### src/rtl/updn_cnt_pkg.sv
// Shared types and next-count helper for updown_counter.
// Optional build macro: UPDN_CNT_SAT_EN selects saturate-at-bound instead of wrap.
package updn_cnt_pkg;

  // Widest counter supported; the helper works at this width and callers truncate.
  localparam int unsigned UPDN_W = 16;

  typedef enum logic {
    DIR_DOWN = 1'b0,
    DIR_UP   = 1'b1
  } dir_e;

  // Result of one step: the next count and whether the step hit a bound
  // (wrapped, or stayed pinned in saturating mode).
  typedef struct packed {
    logic [UPDN_W-1:0] count;
    logic              flag;
  } updn_step_t;

  function automatic updn_step_t updn_next(
    input logic [UPDN_W-1:0] count,
    input dir_e              dir,
    input logic [UPDN_W-1:0] max
  );
    updn_step_t r;
    r.count = count;
    r.flag  = 1'b0;
    if (dir == DIR_UP) begin
      // >= rather than == keeps the count inside 0..max even from an odd state.
      if (count >= max) begin
        r.flag  = 1'b1;
`ifdef UPDN_CNT_SAT_EN
        r.count = max;
`else
        r.count = '0;
`endif
      end else begin
        r.count = count + 1'b1;
      end
    end else begin
      if (count == '0) begin
        r.flag  = 1'b1;
`ifdef UPDN_CNT_SAT_EN
        r.count = '0;
`else
        r.count = max;
`endif
      end else begin
        r.count = count - 1'b1;
      end
    end
    return r;
  endfunction

endpackage

### src/rtl/updown_counter.sv
// Parametrised up/down modulo counter with enable, clamped parallel load and
// registered terminal-count flag.
// Optional build macro: UPDN_CNT_SAT_EN (saturate at 0/MAX, tc held while pinned).
module updown_counter
  import updn_cnt_pkg::*;
#(
  parameter int unsigned WIDTH   = 4,
  parameter int unsigned MAX     = (1 << WIDTH) - 1,
  parameter int unsigned RST_VAL = MAX
) (
  input  logic             clk,
  input  logic             rst,
  input  logic             en,
  input  logic             up,
  input  logic             load,
  input  logic [WIDTH-1:0] load_val,
  output logic [WIDTH-1:0] count,
  output logic             tc
);

  localparam logic [WIDTH-1:0]  MAX_V   = WIDTH'(MAX);
  localparam logic [WIDTH-1:0]  RST_V   = WIDTH'(RST_VAL);
  localparam logic [UPDN_W-1:0] MAX_EXT = UPDN_W'(MAX);

  logic [WIDTH-1:0] r_count;
  logic             r_tc;

  updn_step_t       w_step;
  logic [WIDTH-1:0] w_next_count;
  logic             w_bound;
  logic [WIDTH-1:0] w_load_clamped;

  // Step value for this cycle and clamped load value.
  always_comb begin
    w_step         = updn_next(UPDN_W'(r_count), dir_e'(up), MAX_EXT);
    w_next_count   = WIDTH'(w_step.count);
    w_bound        = w_step.flag;
    w_load_clamped = (load_val > MAX_V) ? MAX_V : load_val;
  end

  // Count/tc register: rst > load > en > hold; tc only set by a bound step.
  always_ff @(posedge clk) begin
    if (rst) begin
      r_count <= RST_V;
      r_tc    <= 1'b0;
    end else if (load) begin
      r_count <= w_load_clamped;
      r_tc    <= 1'b0;
    end else if (en) begin
      r_count <= w_next_count;
      r_tc    <= w_bound;
    end else begin
      r_tc    <= 1'b0;
    end
  end

  assign count = r_count;
  assign tc    = r_tc;

endmodule

### config.mk
export PLATFORM = sky130hd
export DESIGN_NAME = updown_counter
export DESIGN_NICKNAME = d
export VERILOG_FILES = /design/src/rtl/updn_cnt_pkg.sv /design/src/rtl/updown_counter.sv
export SDC_FILE = /design/constraint.sdc
export NUM_CORES = 1
export LEC_CHECK = 0
export BUFFER_PORTS_ARGS = -buffer_cell sky130_fd_sc_hd__buf_2
export CAP_MARGIN = 0
export CORE_AREA = 4 4 41 43
export CTS_CLUSTER_SIZE = 16
export DETAILED_ROUTE_END_ITERATION = 8
export DIE_AREA = 0 0 45 47
export GPL_TIMING_DRIVEN = 0
export PLACE_DENSITY = 0.59
export SKIP_CTS_REPAIR_TIMING = 1
export SLEW_MARGIN = 20
export SYNTH_ARGS = -nofsm -noshare
export SYNTH_HDL_FRONTEND = slang
export SYNTH_SLANG_ARGS = --single-unit
### constraint.sdc
create_clock -name clk -period 2.1 [get_ports clk]
set_clock_uncertainty 0.15 [all_clocks]
set_input_delay 0.42 -clock clk [delete_from_list [all_inputs] [get_ports clk]]
set_output_delay 0.42 -clock clk [all_outputs]
set_load 0.03 [all_outputs]
==> out/metrics.yaml <==
setup_path:
  critPathCaptureType: "flip-flop"
  critPathTopFamily: "compound AO/OA/AOI/OAI gates"
  critical_path_required_ns: 2.09
  reg2reg_depth: 5
  max_stage_delay_ns: 0.44
  crit_chain: "inv_1, ha_1, mux2_4, a2111o_1, o311a_1"
  cp_num_cells: 5
  worstSetupPathType: "flip-flop to flip-flop"
  start_kind: "flip-flop"
  crit_arrival_ns: 1.84
  worstPathBufferInverterCount: 1
  crit_slowest_cell: "dfxtp_1"
  crit_fanout: 7
pwr:
  power.share.switching_pct: 32.8
  p_sw_uw: 103
  ir_worst_vdd_v: 0.000360
  seqPwrFrac_pct: 36.9
  comb_power_share_pct: 25.6
  p_int_uw: 210
  clkPwrFrac_pct: 37.5
  leakagePower_nw: 0.211
  power_density_nw_per_um2: 659
detailed_routing:
  dr.first_iter.drc_count: 2
  ant_nets: 0
  vias_per_cell: 5.23
  finalWirelength_um: 883
  dr.pass1.iters: 3
  num_vias: 382
  wl_per_cell_um: 12.1
  post-route-drc-count: 0
yosys:
  synth.top_cell.area_share_pct: 27.1
  yosys.cell_types.count: 30
  synth_largest_area_cell: "dfxtp_1"
  synth_warnings: 0
  yosys-top-cells-count: "dfxtp_1 (5), inv_1 (5)"
  synth_flop_cell: "dfxtp_1"
  syn_avg_cell_area_um2: 8.79
  syn_nets: 53
  syn_inst: 42
  netlist_area_um2: 369
  yosys-top-cells-area: "dfxtp_1 (27%), ha_1 (6.8%), inv_1 (5.1%)"
  async_flop_share_pct: 0
  synth_edf_count: 0
  synth-seq-area-share_pct: 27.1
  ys_seq_elements: 5
die:
  die_h_um: 47
  start_util_pct: 28.4
  io_pins: 14
  die_area_um2: 2120
  die_x_um: 45
  core_um2: 1300
  placementRows: 13
timing:
  maxSlewHeadroom_pct: 73.3
  rsz0062_at_grt: "no"
  finalCritPeriodShare_pct: 88.5
  finalSetupTns_ns: 0
  fin_hold_ws_ns: 0.254
  finalHoldViolations: 0
  finalCriticalPeriod_ns: 1.86
  tightestPinTransition_ns: 0.396
  slew_viol_final: 0
  fmax_ghz: 0.538
  setup_viol: 0
grt:
  grt_util_all_layers_pct: 10.1
  grt_overflow: 0
  grt_pass1_wl_mm: 1.48
  first_global_vias: 360
  antenna_found_initial: 0
  grt_max_degree: 11
min_path:
  worst_hold_path_type: "input port to flip-flop"
  hold_depth: 3
clock_network:
  clock_latency_ns: 0.25
  root_buffer: "clkbuf_4"
  clkTransAtPathRegs_ns: 0.04
  clock_path_buffers: 2
  cts_buffers: 3
  cts.sinks: 5
  cts_tree: "built"
  htree_levels: 1
placed_design:
  numPlacedInstances: 69
  portBuffers: 12
  place_congestion: 0.736
  dp_hpwl_um: 660
layout:
  fin_nets: 70
  synthToLayoutAreaGrowth_pct: 28.5
  stdcell_count: 73
  drive_above_1_share_pct: 29.3
  insertedDiodeCount: 0
job:
  drv_cap: 0
outcome:
  status: "completed"
## layout make-up
cell class	count	area, um2
plain buffers	2	7.51
clock buffers	4	26.3
fillers	153	827
inverters	5	18.8
multi-input cells	30	243
flip-flops and latches	5	100
well taps	15	18.8
repair buffers	12	60.1
## worst reg2reg max path, delay by kind of cell (launching register included)
| kind | cells | cell delay [ns] |
|---|---|---|
| AOI/OAI and AO/OA | 2 | 0.52 |
| buffers and inverters | 1 | 0.11 |
| muxes | 1 | 0.28 |
| adders and majority gates | 1 | 0.24 |
| DFF | 1 | 0.44 |
## cell usage in the layout (no fill, tap or decap), types with 2 or more instances in the layout
cell type   n
clkbuf_1    3
ha_1        2
inv_1       5
o211ai_1    2
clkbuf_4    3
dfxtp_1     5
a21oi_1     2
buf_2      12
## routing by layer
layer  wire length (um)  GRT usage, %  up-vias
met1                397          11.6      169
li1                   -             -      195
met4                 15          5.26        0
met5                  0             0        -
met3                 88          5.75        5
met2                381          15.0       13
## through the flow
step	cell area, um2	worst slack (ns)	total power [mW]	utilization (%)
after floorplan	369	0.140	0.171	-
after global placement	448	0.268	0.196	34.4
after detailed placement	448	0.235	0.197	34.4
after CTS	474	0.225	0.317	36.4
after global routing	474	0.163	0.334	36.4
final	474	0.241	0.313	36.4
## logic make-up (layout without fill, tap and decap cells)
family | Yosys count | after routing | share of synthesized area, %
compound gates | 14 | 14 | 30.9
simple gates | 11 | 11 | 19.0
buf+inv | 7 | 23 | 7.12
flops | 5 | 5 | 27.1
fa+ha+maj | 2 | 2 | 6.78
mux | 2 | 2 | 6.78
xor+xnor | 1 | 1 | 2.37
## state kept, by name, indices dropped and copies added (netlist names)
register	flops
tc	1
count	4
## path summary, 6_finish.rpt
kind / start / end / slack, ns
setup / recovery: count[0] / count[2] / 0.24
hold reg to reg: count[1] / count[1] / 0.51
setup reg to reg: count[0] / count[2] / 0.24
hold / removal: load_val[1] / count[1] / 0.25
## power by group through the flow
| stage | Clock [mW] | Combinational, mW | Sequential, mW |
|---|---|---|---|
| 6_report | 0.117 | 0.0800 | 0.115 |
| 3_5_place_dp | 0 | 0.0800 | 0.117 |
| 2_1_floorplan | 0 | 0.0428 | 0.129 |
| 3_3_place_gp | 0 | 0.0791 | 0.117 |
| 4_1_cts | 0.121 | 0.0806 | 0.116 |
| 5_1_grt | 0.129 | 0.0879 | 0.118 |
No activity file was read; power rests on OpenSTA's default activity.
